--- src/rtl/skid_buffer_pkg.sv ---
// Shared types for the two-entry skid buffer.
package skid_buffer_pkg;

  typedef enum logic [1:0] {
    EMPTY = 2'd0,
    ONE   = 2'd1,
    FULL  = 2'd2
  } skid_state_t;

endpackage

--- src/rtl/register.sv ---
// Write-enable gated register with asynchronous active-low clear.
module register #(
  parameter int WIDTH = 32
) (
  input  logic             clk,
  input  logic             rst_aL,
  input  logic             we,
  input  logic [WIDTH-1:0] d,
  output logic [WIDTH-1:0] q
);

  always_ff @(posedge clk or negedge rst_aL) begin
    if (!rst_aL)  q <= '0;
    else if (we)  q <= d;
  end

endmodule

--- src/rtl/skid_buffer.sv ---
// Two-entry elastic stage; ready/valid decode only from registered state.
// Optional SKID_BUFFER_FLUSH_EN adds a flush port that empties the buffer.
module skid_buffer
  import skid_buffer_pkg::*;
#(
  parameter int WIDTH = 32
) (
  input  logic             clk,
  input  logic             rst_aL,
  input  logic             in_valid,
  output logic             in_ready,
  input  logic [WIDTH-1:0] in_data,
  output logic             out_valid,
  input  logic             out_ready,
  output logic [WIDTH-1:0] out_data,
  output logic [1:0]       count
`ifdef SKID_BUFFER_FLUSH_EN
  ,
  input  logic             flush
`endif
);

  skid_state_t      state_q, state_d;
  logic             main_we, skid_we, main_from_skid;
  logic [WIDTH-1:0] main_q, skid_q, main_d;
  logic             in_fire, out_fire;

  assign in_ready  = (state_q != FULL);
  assign out_valid = (state_q != EMPTY);
  assign count     = state_q;
  assign out_data  = main_q;
  assign in_fire   = in_valid & in_ready;
  assign out_fire  = out_valid & out_ready;
  assign main_d    = main_from_skid ? skid_q : in_data;

  always_comb begin
    state_d        = state_q;
    main_we        = 1'b0;
    skid_we        = 1'b0;
    main_from_skid = 1'b0;
    unique case (state_q)
      EMPTY: if (in_fire) begin
        state_d = ONE;
        main_we = 1'b1;
      end
      ONE: begin
        if (in_fire && !out_fire) begin
          state_d = FULL;
          skid_we = 1'b1;
        end else if (in_fire && out_fire) begin
          main_we = 1'b1;
        end else if (out_fire) begin
          state_d = EMPTY;
        end
      end
      FULL: if (out_fire) begin
        state_d        = ONE;
        main_we        = 1'b1;
        main_from_skid = 1'b1;
      end
      default: state_d = EMPTY;
    endcase
`ifdef SKID_BUFFER_FLUSH_EN
    // Flush overrides any handshake in the same cycle.
    if (flush) begin
      state_d = EMPTY;
      main_we = 1'b0;
      skid_we = 1'b0;
    end
`endif
  end

  always_ff @(posedge clk or negedge rst_aL) begin
    if (!rst_aL) state_q <= EMPTY;
    else         state_q <= state_d;
  end

  register #(.WIDTH(WIDTH)) u_main (
    .clk    (clk),
    .rst_aL (rst_aL),
    .we     (main_we),
    .d      (main_d),
    .q      (main_q)
  );

  register #(.WIDTH(WIDTH)) u_skid (
    .clk    (clk),
    .rst_aL (rst_aL),
    .we     (skid_we),
    .d      (in_data),
    .q      (skid_q)
  );

endmodule

--- config.mk ---
export PLATFORM = sky130hd
export DESIGN_NAME = skid_buffer
export DESIGN_NICKNAME = d
export VERILOG_FILES = /design/src/rtl/skid_buffer_pkg.sv /design/src/rtl/register.sv /design/src/rtl/skid_buffer.sv
export SDC_FILE = /design/constraint.sdc
export NUM_CORES = 1
export LEC_CHECK = 0
export CAP_MARGIN = 20
export CORE_UTILIZATION = 30
export CTS_BUF_LIST = sky130_fd_sc_hd__clkbuf_4 sky130_fd_sc_hd__clkbuf_8
export CTS_CLUSTER_DIAMETER = 200
export DETAILED_ROUTE_END_ITERATION = 8
export GPL_TIMING_DRIVEN = 1
export PLACE_DENSITY = 0.53
export SLEW_MARGIN = 20
export SYNTH_ARGS = -nofsm -noshare
export SYNTH_HDL_FRONTEND = slang
export SYNTH_SLANG_ARGS = --single-unit
--- constraint.sdc ---
create_clock -name clk -period 3.2 [get_ports clk]
set_input_delay 0.64 -clock clk [delete_from_list [all_inputs] [get_ports clk]]
set_output_delay 0.64 -clock clk [all_outputs]
set_load 0.01 [all_outputs]
==> results.sh, run 1 <==
export IMPL_run_status="completed"
export IMPL_cts_buffer_depth=2
export IMPL_worst_slack_ns=0.8942
export IMPL_r2r_start="count[1]"
export IMPL_worstReg2RegEnd="u_main.q[28]"
export IMPL_drive_gt1_frac=0.3199
export IMPL_avgSynthCellArea_um2=15.42
export IMPL_insertion_delay_ns=0.34
export IMPL_syn_num_nets=226
export IMPL_antenna_found_initial=0
export IMPL_num_vias=1764
export IMPL_syn_area_mm2=0.002930
export IMPL_mostFrequentLayoutCells="clkdlybuf4s50_1, dfrtp_1, mux2_2, mux2_1, clkbuf_8"
export IMPL_ant_nets=0
export IMPL_clkSinkCount=66
export IMPL_cap_violations=0
export IMPL_slew_violations=0
export IMPL_fillers=918
export IMPL_synthToLayoutAreaGrowth_pct=37.49
export IMPL_core_area_mm2=0.009371
export IMPL_finalCritPeriodShare=0.7206
export IMPL_numPortBuffers=71
export IMPL_yosys_warnings=0
export IMPL_cts_tree="yes"
export IMPL_grt_pass1_wl_um=9604
export IMPL_slew_headroom=0.5515
export IMPL_setup_viol=0
export IMPL_die_area_mm2=0.01017
export IMPL_vias_per_cell=4.399
export IMPL_post_cts_buffers=0
export IMPL_cts_made_buffers=9
export IMPL_final_cells=401
export IMPL_wirelength_um=5862
export IMPL_crit_slowest_cell="clkdlybuf4s50_1"
export IMPL_grt_pass1_vias=1952
export IMPL_powerDensity_mw_per_mm2=737.8
export IMPL_detail_route_wl_per_cell_um=14.62
export IMPL_rsz0062_at_grt="false"
export IMPL_rows=35
export IMPL_startpoint_type="input pin"
export IMPL_clkSlewWorstSetupHoldPaths_ns=0.07
export IMPL_grt_usage=0.1280
export IMPL_yosysTopAreaCell="dfrtp_1"
export IMPL_drt_first_pass_iters=6
export IMPL_ys_seq_elements=66
export IMPL_grt_max_degree=39
export IMPL_fp_dieH_um=100.8
export IMPL_io_pins=72
export IMPL_netlist_top_cells_area="dfrtp_1, mux2_2, mux2_1, mux2_4, buf_6"
export IMPL_final_common_cell="clkdlybuf4s50_1"
export IMPL_num_antenna_cells=0
export IMPL_finalSetupTns_ns=0
export IMPL_remaining_drc_errors=0
export IMPL_finalCriticalPeriod_ns=2.306
export IMPL_setup_worst_path_class="in2reg"
export IMPL_fmaxAchievable_ghz=0.4337
export IMPL_cp_cell_sequence="clkdlybuf4s50_1 > nor2b_1 > o21ai_4 > buf_16 > mux2_2"
export IMPL_initial_core_util=0.3127
export IMPL_cp_arrival_ns=2.53
export IMPL_cts_root_buf="clkbuf_8"
export IMPL_h_tree_depth=3
export IMPL_endpoint_kind="flop"
export IMPL_worstPathRequired_ns=3.42
export IMPL_final_hold_viol_count=0
export IMPL_worstMarginPinSlew_ns=0.6728
export IMPL_path_max_fanout=19
export IMPL_place_gp_congestion=0.6643
export IMPL_fin_nets=303
export IMPL_ys_types=21
export IMPL_min_path_type="in2async"
export IMPL_worst_r2r_path_depth=4
export IMPL_grt_overflow_total=0
export IMPL_dp_hpwl_um=3964
export IMPL_fin_skew_ns=0.009021
export IMPL_cp_slowest_stage_delay_ns=0.59
export IMPL_post_cts_resized=0
export IMPL_yosysSeqAreaShare=0.5636
export IMPL_die_w_um=100.8
export IMPL_netlist_instances=190
export IMPL_dp_slack_ns=0.5205
export IMPL_synth_top_area_share=0.5636
export IMPL_power_leakage_nw=1.664
export IMPL_rrSetupSlack_ns=1.19
export IMPL_peakVddDrop_v=0.0002990
export IMPL_cts_hold_buf=0
export IMPL_dp_cells=385
export IMPL_drt_iter0_drc=18
## cells by family after synthesis
| group | after synthesis | share of synthesized area |
|---|---|---|
| AOI/OAI and AO/OA | 10 | 0.01921 |
| buffers and inverters | 9 | 0.02348 |
| DFF | 66 | 0.5636 |
| muxes | 91 | 0.3621 |
| and+or+nand+nor | 14 | 0.03160 |
## synthesized netlist by cell type
cell	count
o22ai_1	2
nand2b_1	2
o21ai_0	3
nand3_1	3
mux2_1	29
nor2b_1	2
nor2_2	1
o21ai_1	1
nand2b_2	1
buf_6	3
nor2_1	3
buf_2	4
buf_4	2
or2_2	1
a21oi_1	1
dfrtp_1	66
nand3b_4	1
mux2i_1	1
mux2_2	51
a31oi_1	3
mux2_4	10
## sequential cells by signal (all words and copies together) (netlist names)
register and flops:
count 2, u_main.q 32, u_skid.q 32
## per-layer routing
layer  vias to the layer above  wire, µm  GRT usage
met4                         0        41    0.04348
met3                         4       339    0.05756
li1                        844         -          -
met1                       862      2807     0.1553
met5                         -         0          0
met2                        54      2674     0.2018
## metrics by stage
| stage | area [µm²] | hold WS, ns | power, mW | util |
|---|---|---|---|---|
| global placement | 3792 | 0.4613 | 2.243 | 0.4047 |
| detailed placement | 3820 | 0.4726 | 2.284 | 0.4076 |
| global route | 4029 | 0.3786 | 3.168 | 0.4299 |
| floorplan | 2930 | 0.3444 | 1.801 | - |
| CTS | 4029 | 0.3545 | 3.035 | 0.4299 |
| finish | 4029 | 0.3430 | 2.973 | 0.4299 |
## worst max-delay path, delay by kind of cell
kind                   cells  cell delay [ns]
AOI/OAI and AO/OA          1             0.54
buffers and inverters      2             0.83
muxes                      1             0.35
and+or+nand+nor            1             0.15
## how the worst max path moves through the flow
| stage | cells after the start | from | slack, ns | endpoint |
|---|---|---|---|---|
| final | 5 | out_ready | 0.89 | u_main.q[28] |
| after global routing | 5 | out_ready | 0.86 | u_main.q[10] |
| after CTS | 5 | out_ready | 0.89 | u_main.q[10] |
| after detailed placement | 5 | out_ready | 0.52 | u_main.q[10] |
| after global placement | 4 | out_ready | 0.31 | u_main.q[11] |
| after floorplan | 4 | out_ready | 1.48 | u_skid.q[10] |
## final cells by class
class / instances / area (µm²) / area share
clock buffer: 14 / 173.9 / 0.04317
sequential: 66 / 1652 / 0.4099
timing repair buffer: 75 / 780.7 / 0.1938
clock inverter: 2 / 35.03 / 0.008696
multi-input combinational: 115 / 1226 / 0.3043
tap: 129 / 161.4 / 0.04006
## power breakdown
| part | internal, mW | leakage (nW) | switching (mW) |
|---|---|---|---|
| Sequential | 1.15 | 0.779 | 0.157 |
| Clock | 0.428 | 0.111 | 0.299 |
| Combinational | 0.615 | 0.774 | 0.318 |
| Total | 2.20 | 1.66 | 0.774 |
Power figures use the tool's default switching activity.
==> inputs of run 2 (changes only) <==
==> constraint.sdc (replaced) <==
create_clock -name clk -period 2.2 [get_ports clk]
set_input_delay 0.44 -clock clk [delete_from_list [all_inputs] [get_ports clk]]
set_output_delay 0.44 -clock clk [all_outputs]
set_load 0.01 [all_outputs]
==> run 2 against run 1 <==
Against the previous run:
- global-route usage is 0.44 points higher
- clock skew is 0.0010 ns lower
- worst hold slack better by 0.14 ns
- largest cell class unchanged
- cell count is 1.0% higher
- first-iteration DRC count grew to 2.6 times the previous value
- total power is 45% higher
- clock-buffer cell count is 3 lower
==> results.sh, run 2 (same netlist as run 1, synthesis figures left out) <==
export IMPL_num_vias=1791
export IMPL_whs_path_depth=1
export IMPL_rrSetupSlack_ns=0.52
export IMPL_endpoint_kind="output pin"
export IMPL_drt_first_pass_iters=4
export IMPL_setup_viol=0
export IMPL_die_area_mm2=0.01017
export IMPL_min_from="u_skid.q[30]"
export IMPL_finalSetupTns_ns=0
export IMPL_cp_slowest_stage_delay_ns=0.48
export IMPL_worstHoldEndpoint="u_skid.q[30]"
export IMPL_detail_route_wl_per_cell_um=14.90
export IMPL_slew_headroom=0.7846
export IMPL_dp_cells=390
export IMPL_cap_violations=0
export IMPL_min_path_type="reg2reg"
export IMPL_final_hold_viol_count=0
export IMPL_clkSlewWorstSetupHoldPaths_ns=0.07
export IMPL_whs_ns=0.4806
export IMPL_num_antenna_cells=0
export IMPL_fp_dieH_um=100.8
export IMPL_powerDensity_mw_per_mm2=1055
export IMPL_worst_r2r_path_depth=4
export IMPL_h_tree_depth=3
export IMPL_grt_overflow_total=0
export IMPL_grt_pass1_vias=1905
export IMPL_slew_violations=0
export IMPL_synthToLayoutAreaGrowth_pct=39.54
export IMPL_p_total_mw=4.315
export IMPL_numPortBuffers=71
export IMPL_worstPathRequired_ns=1.76
export IMPL_grt_max_degree=57
export IMPL_r2r_start="count[1]"
export IMPL_insertion_delay_ns=0.33
export IMPL_fin_nets=309
export IMPL_finalCritPeriodShare=0.9285
export IMPL_initial_core_util=0.3127
export IMPL_worstReg2RegEnd="u_main.q[27]"
export IMPL_worstMarginPinSlew_ns=0.3230
export IMPL_cts_tree="yes"
export IMPL_power_leakage_nw=1.693
export IMPL_crit_slowest_cell="clkdlybuf4s50_1"
export IMPL_ant_nets=0
export IMPL_grt_usage=0.1324
export IMPL_run_status="completed"
export IMPL_clkSinkCount=66
export IMPL_grt_pass1_wl_um=10090
export IMPL_fin_skew_ns=0.007981
export IMPL_place_gp_congestion=0.7168
export IMPL_final_cells=405
export IMPL_cts_buffer_depth=2
export IMPL_rows=35
export IMPL_peakVddDrop_v=0.0004073
export IMPL_cts_made_buffers=9
export IMPL_setup_worst_path_class="reg2out"
export IMPL_dp_hpwl_um=3979
export IMPL_io_pins=72
export IMPL_cp_buffers_inverters=1
export IMPL_die_w_um=100.8
export IMPL_antenna_found_initial=0
export IMPL_startpoint_type="flop"
export IMPL_cp_cell_sequence="or2_2 > clkdlybuf4s50_1"
export IMPL_path_max_fanout=8
export IMPL_fmaxAchievable_ghz=0.4896
export IMPL_drive_gt1_frac=0.3261
export IMPL_mostFrequentLayoutCells="clkdlybuf4s50_1, dfrtp_1, mux2_2, mux2_1, clkbuf_8"
export IMPL_utilization=0.4363
export IMPL_finalCriticalPeriod_ns=2.043
export IMPL_cp_top_family="buffers and inverters"
export IMPL_vias_per_cell=4.422
export IMPL_core_area_mm2=0.009371
export IMPL_cts_root_buf="clkbuf_8"
export IMPL_final_common_cell="clkdlybuf4s50_1"
export IMPL_rsz0062_at_grt="false"
export IMPL_wirelength_um=6033
export IMPL_remaining_drc_errors=0
export IMPL_drt_iter0_drc=46
export IMPL_post_cts_buffers=0
export IMPL_cp_arrival_ns=1.60
-- run 2: cell types whose count changed in the layout (fill, tap and decap cells not counted) --
cell / before / now
buf_4: 1 / 3
clkinv_2: 1 / 2
dlygate4sd3_1: 0 / 1
buf_16: 1 / 0
buf_12: 2 / 6
clkbuf_4: 3 / 0
-- run 2: metrics by stage --
stage	setup WS, ns	cell area (µm²)
after floorplan	0.5586	2930
final	0.1574	4089
after detailed placement	0.04943	3887
after CTS	0.1239	4089
after global routing	0.07713	4089
after global placement	0.07600	3887
-- run 2: what timing repair did --
action	4_1_cts	5_1_grt
gates resized for setup	0	0
setup endpoints to repair	0	0
hold endpoints to repair	10	0
hold buffers	1	0
-- run 2: worst register-to-register path: cells and delay by family (launching register included) --
| kind | cells | cell delay [ns] |
|---|---|---|
| DFF | 1 | 0.47 |
| muxes | 1 | 0.35 |
| and+or+nand+nor | 1 | 0.30 |
| AOI/OAI and AO/OA | 1 | 0.23 |
| buffers and inverters | 1 | 0.20 |
-- run 2: power by group --
group / switching (mW) / internal (mW)
Sequential: 0.242 / 1.68
Combinational: 0.467 / 0.919
Clock: 0.438 / 0.569
-- run 2: how the worst max path moves through the flow --
| stage | from | to | cells past startpoint |
|---|---|---|---|
| after floorplan | count[1] | u_main.q[0] | 5 |
| after CTS | count[1] | out_valid | 2 |
| after detailed placement | out_ready | u_main.q[20] | 5 |
| after global placement | out_ready | u_main.q[13] | 5 |
| final | count[1] | out_valid | 2 |
| after global routing | count[1] | out_valid | 2 |
-- run 2: final cells by class --
type,count,area (µm²)
clock buffers,11,151.4
clock inverters,3,40.04
fillers,906,5283
multi-input cells,115,1226
flip-flops and latches,66,1652
well taps,129,161.4
repair buffers,81,858.3
-- run 2: per-layer routing --
| metal | part of all wire | GRT usage |
|---|---|---|
| met5 | 0 | 0 |
| met4 | 0.010 | 0.04348 |
| met3 | 0.069 | 0.05340 |
| met2 | 0.41 | 0.1860 |
| met1 | 0.51 | 0.1845 |
==> variant 1, RTL diff (config.mk and constraints of run 2) <==
`WIDTH` is set to 32 in 2 places; all go to 48.
--- a/src/rtl/register.sv
+++ b/src/rtl/register.sv
@@ -2,3 +2,3 @@
 module register #(
-  parameter int WIDTH = 32
+  parameter int WIDTH = 48
 ) (
--- a/src/rtl/skid_buffer.sv
+++ b/src/rtl/skid_buffer.sv
@@ -5,3 +5,3 @@
 #(
-  parameter int WIDTH = 32
+  parameter int WIDTH = 48
 ) (
Interface: changed (resized in_data and out_data); port bits go from 72 to 104. No check against the original RTL was run, so the function may have changed too.
==> variant 1 against run 2 <==
  * Utilization fell by 1.7 points
  * Combinational power rose by 58%
  * Sequential power grew 49%
  * Global-route usage decreased by 0.58 points
  * Clock power up 46%
  * Wire length is 54% higher
  * Area after synthesis up 57%
  * Worst setup slack lost 0.019 ns
  * Power grew 51%
  * Sequential cell count grew 32
  * Critical path type unchanged
  * Final area rose by 51%
  * Sequential share of layout area down 0.76 points
  * Critical endpoint unchanged
  * Die area rose by 56%
==> variant 1: results (changes against run 2) <==
metric,value,unit,change
Hold Crit Class,primary input to async pin,,
Final Skew,0.00909,ns,+0.00111 ns
All-Layer GR Usage,12.7,%,-0.58 points
number of global-route vias before repair,2974,,+56%
flop-to-flop setup slack,0.49,ns,-0.03 ns
Leak,2.76,nW,+63%
worst-skew pair later-pin latency,0.37,ns,+0.04 ns
outcome,finished clean,,
"Arr. time, crit path",1.62,ns,+0.02 ns
first-pass GRT wire length,15500,µm,+53%
Detail Placement HPWL,6270,µm,+58%
Worst-path clk slew,0.10,ns,+0.03 ns
largest net degree at the start of global routing,39,,-32%
cells resized by post-CTS repair,0,,unchanged
relative max-transition margin,68.1,%,-10 points
VDD IR max,0.502,mV,+23%
ranking of synthesized cells by area,"dfrtp_1 (53%), mux2_4 (27%), mux2_2 (9.0%)",,
"Net Count, Synth",330,,+46%
Placer Congestion,0.651,,-9.2%
commonest cells in the netlist,"dfrtp_1 (98), mux2_4 (82), mux2_2 (37), mux2_1 (17), buf_4 (7)",,
layout net count,444,,+44%
final WL,9280,µm,+54%
synth unique cells,22,,+4.8%
vias,2662,,+49%
First DRT Iteration DRCs,38,,-17%
I/O Buffers,103,,+45%
==> variant 1: cell types whose count changed after synthesis, moves of 2 or more <==
cell     before  now
nor2_1        3    5
buf_2         4    2
buf_4         2    7
mux2_4       10   82
dfrtp_1      66   98
buf_6         3    6
mux2_1       29   17
mux2_2       51   37
==> variant 1: cells by family (layout without fill, tap and decap cells) <==
family          count (synthesis)  in the layout  synth area share [%]
compound gates                 12             12                  1.71
simple gates                   16             16                  2.09
buf+inv                        15            134                  2.82
mux                           137            137                  40.1
flops                          98             98                  53.2
==> variant 1: critical path, delay by kind of cell, from the launching register on <==
family        cells  cell delay [ns]
flops             1             0.46
buf+inv           1             0.48
simple gates      1             0.31
==> variant 1: worst min-delay path by stage <==
stage	depth (start not counted)	slack (ns)	start	to
2_1_floorplan	0	0.14	rst_aL	count[0]
6_report	1	0.004	rst_aL	u_skid.q[31]
3_5_place_dp	1	0.44	rst_aL	u_skid.q[31]
3_3_place_gp	1	0.44	rst_aL	u_skid.q[31]
4_1_cts	1	0.007	rst_aL	u_skid.q[31]
5_1_grt	1	0.02	rst_aL	u_skid.q[31]
==> variant 1: layout make-up <==
type | instances | area, µm²
sequential | 98 | 2450
multi-input combinational | 165 | 2030
timing repair buffer | 118 | 1220
fill | 1367 | 8570
tap | 184 | 230
clock inverter | 4 | 97.6
clock buffer | 12 | 159
==> variant 1: power groups by stage <==
stage	registers (W)	logic [W]	clock network, W
after detailed placement	0.00291	0.00222	0
after floorplan	0.00297	0.00111	0
after CTS	0.00289	0.00223	0.00154
after global routing	0.00298	0.00235	0.00160
after global placement	0.00288	0.00219	0
final	0.00287	0.00219	0.00147
==> variant 1: per-layer routing <==
layer  wire [µm]  vias to the layer above  GRT usage, %
li1            -                     1218             -
met1        4160                     1354          15.4
met2        4290                       75          20.2
met3         676                       15          5.14
met4         155                        0          4.46
met5           0                        -             0
==> variant 1: stage by stage <==
stage	total power (W)	std cells	utilization, %	area [µm²]	worst slack (ns)
after floorplan	0.00408	278	-	4610	0.599
after detailed placement	0.00513	565	40.2	5930	-0.0552
after CTS	0.00666	581	41.9	6190	0.0984
final	0.00653	581	41.9	6190	0.138
after global routing	0.00692	581	41.9	6190	0.0493
after global placement	0.00507	565	40.2	5930	-0.0208
==> variant 2, RTL diff (settings of run 2) <==
Without the edit above. Reset style: synchronous (`rst_aL`), changed in 2 clocked blocks. Comments in the files are not updated.
--- a/src/rtl/register.sv
+++ b/src/rtl/register.sv
@@ -11,3 +11,3 @@
 
-  always_ff @(posedge clk or negedge rst_aL) begin
+  always_ff @(posedge clk) begin
     if (!rst_aL)  q <= '0;
--- a/src/rtl/skid_buffer.sv
+++ b/src/rtl/skid_buffer.sv
@@ -72,3 +72,3 @@
 
-  always_ff @(posedge clk or negedge rst_aL) begin
+  always_ff @(posedge clk) begin
     if (!rst_aL) state_q <= EMPTY;
Check against the original RTL: differs if rst_aL is asserted again (counterexample within 4 cycles, from zero or initial values and one cycle with rst_aL low); with rst_aL held inactive, the same outputs for 10 cycles.
==> variant 2 against run 2 <==
  * Area after synthesis down 1.2%
  * Sequential cell count did not move
  * Final area down 3.5%
  * Sequential share of layout area decreased by 6.9 points
  * Highest routed layer unchanged
  * Worst setup slack lost 0.020 ns
  * Cell count up 25%
  * Wire length up 23%
Power is not compared: it rests on default switching activity, and its combinational part moved more than twofold at a synthesized area within 25%.
==> variant 2: results (changes against run 2) <==
metric,value,unit,change
fraction of layout cells with a size suffix above 1,13.7,%,-19 points
relative max-transition margin,73.8,%,-4.7 points
Hold Startpoint,u_skid.q[26],,
worst r2r dst,u_main.q[4],,
Setup WS pre-CTS,0.221,ns,+0.171 ns
commonest cells in the netlist,"nand2_1 (68), dfxtp_1 (66), a21oi_1 (33), mux2i_1 (28), nor2_1 (28)",,
placed insts,494,,+27%
CP Max Fanout,10,,+2
Detail Placement HPWL,4650,µm,+17%
layout net count,412,,+33%
fill count,920,,+1.5%
max incr delay on CP,0.54,ns,+0.06 ns
met1 GRT Util,19.9,%,+1.4 points
number of global-route vias before repair,2353,,+24%
met3 usage,5.29,%,-0.047 points
"Net Count, Synth",348,,+54%
outcome,finished clean,,
Final Skew,0.00656,ns,-0.00142 ns
cell depth of the worst hold path,2,,+1
Post-Route M1 WL,3360,µm,+8.9%
WL met2,3420,µm,+39%
First DRT Iteration DRCs,88,,+91%
placed inst area,3730,µm²,-4.0%
synth unique cells,29,,+38%
Async SR Flop Fraction,0,%,-100 points
Setup crit end,in_ready,,
Gate Count Post-Synth,312,,+64%
post-synthesis sequential area ratio,45.6,%,-11 points
hold_ws,0.452,ns,-0.0289 ns
Worst Slack Setup Final,0.138,ns,-0.0196 ns
All-Layer GR Usage,15.5,%,+2.3 points
Hold EP,u_skid.q[26],,
GR Layer Usage met2,24.9,%,+6.3 points
variant 2: cell types whose count changed in the layout (fill, tap and decap cells not counted), moves of 9 or more:
cell / before / now
a21oi_1: 1 / 33
a221oi_2: 0 / 20
dfrtp_1: 66 / 0
dfxtp_1: 0 / 66
mux2_1: 29 / 0
mux2_2: 51 / 0
mux2_4: 10 / 1
mux2i_1: 1 / 28
nand2_1: 0 / 67
nor2_1: 3 / 28
variant 2: layout make-up:
class,count,area [µm²],area share [%]
clock buffer,11,145,3.68
clock inverter,3,65.1,1.65
inverter,2,7.51,0.190
multi-input combinational,215,1390,35.2
sequential,66,1320,33.5
tap,129,161,4.09
timing repair buffer,82,856,21.7
variant 2: logic make-up after synthesis:
logic type | Yosys count | synth area share, %
muxes | 29 | 10.2
AOI/OAI and AO/OA | 76 | 21.5
and+or+nand+nor | 110 | 15.9
buffers and inverters | 31 | 6.74
DFF | 66 | 45.6
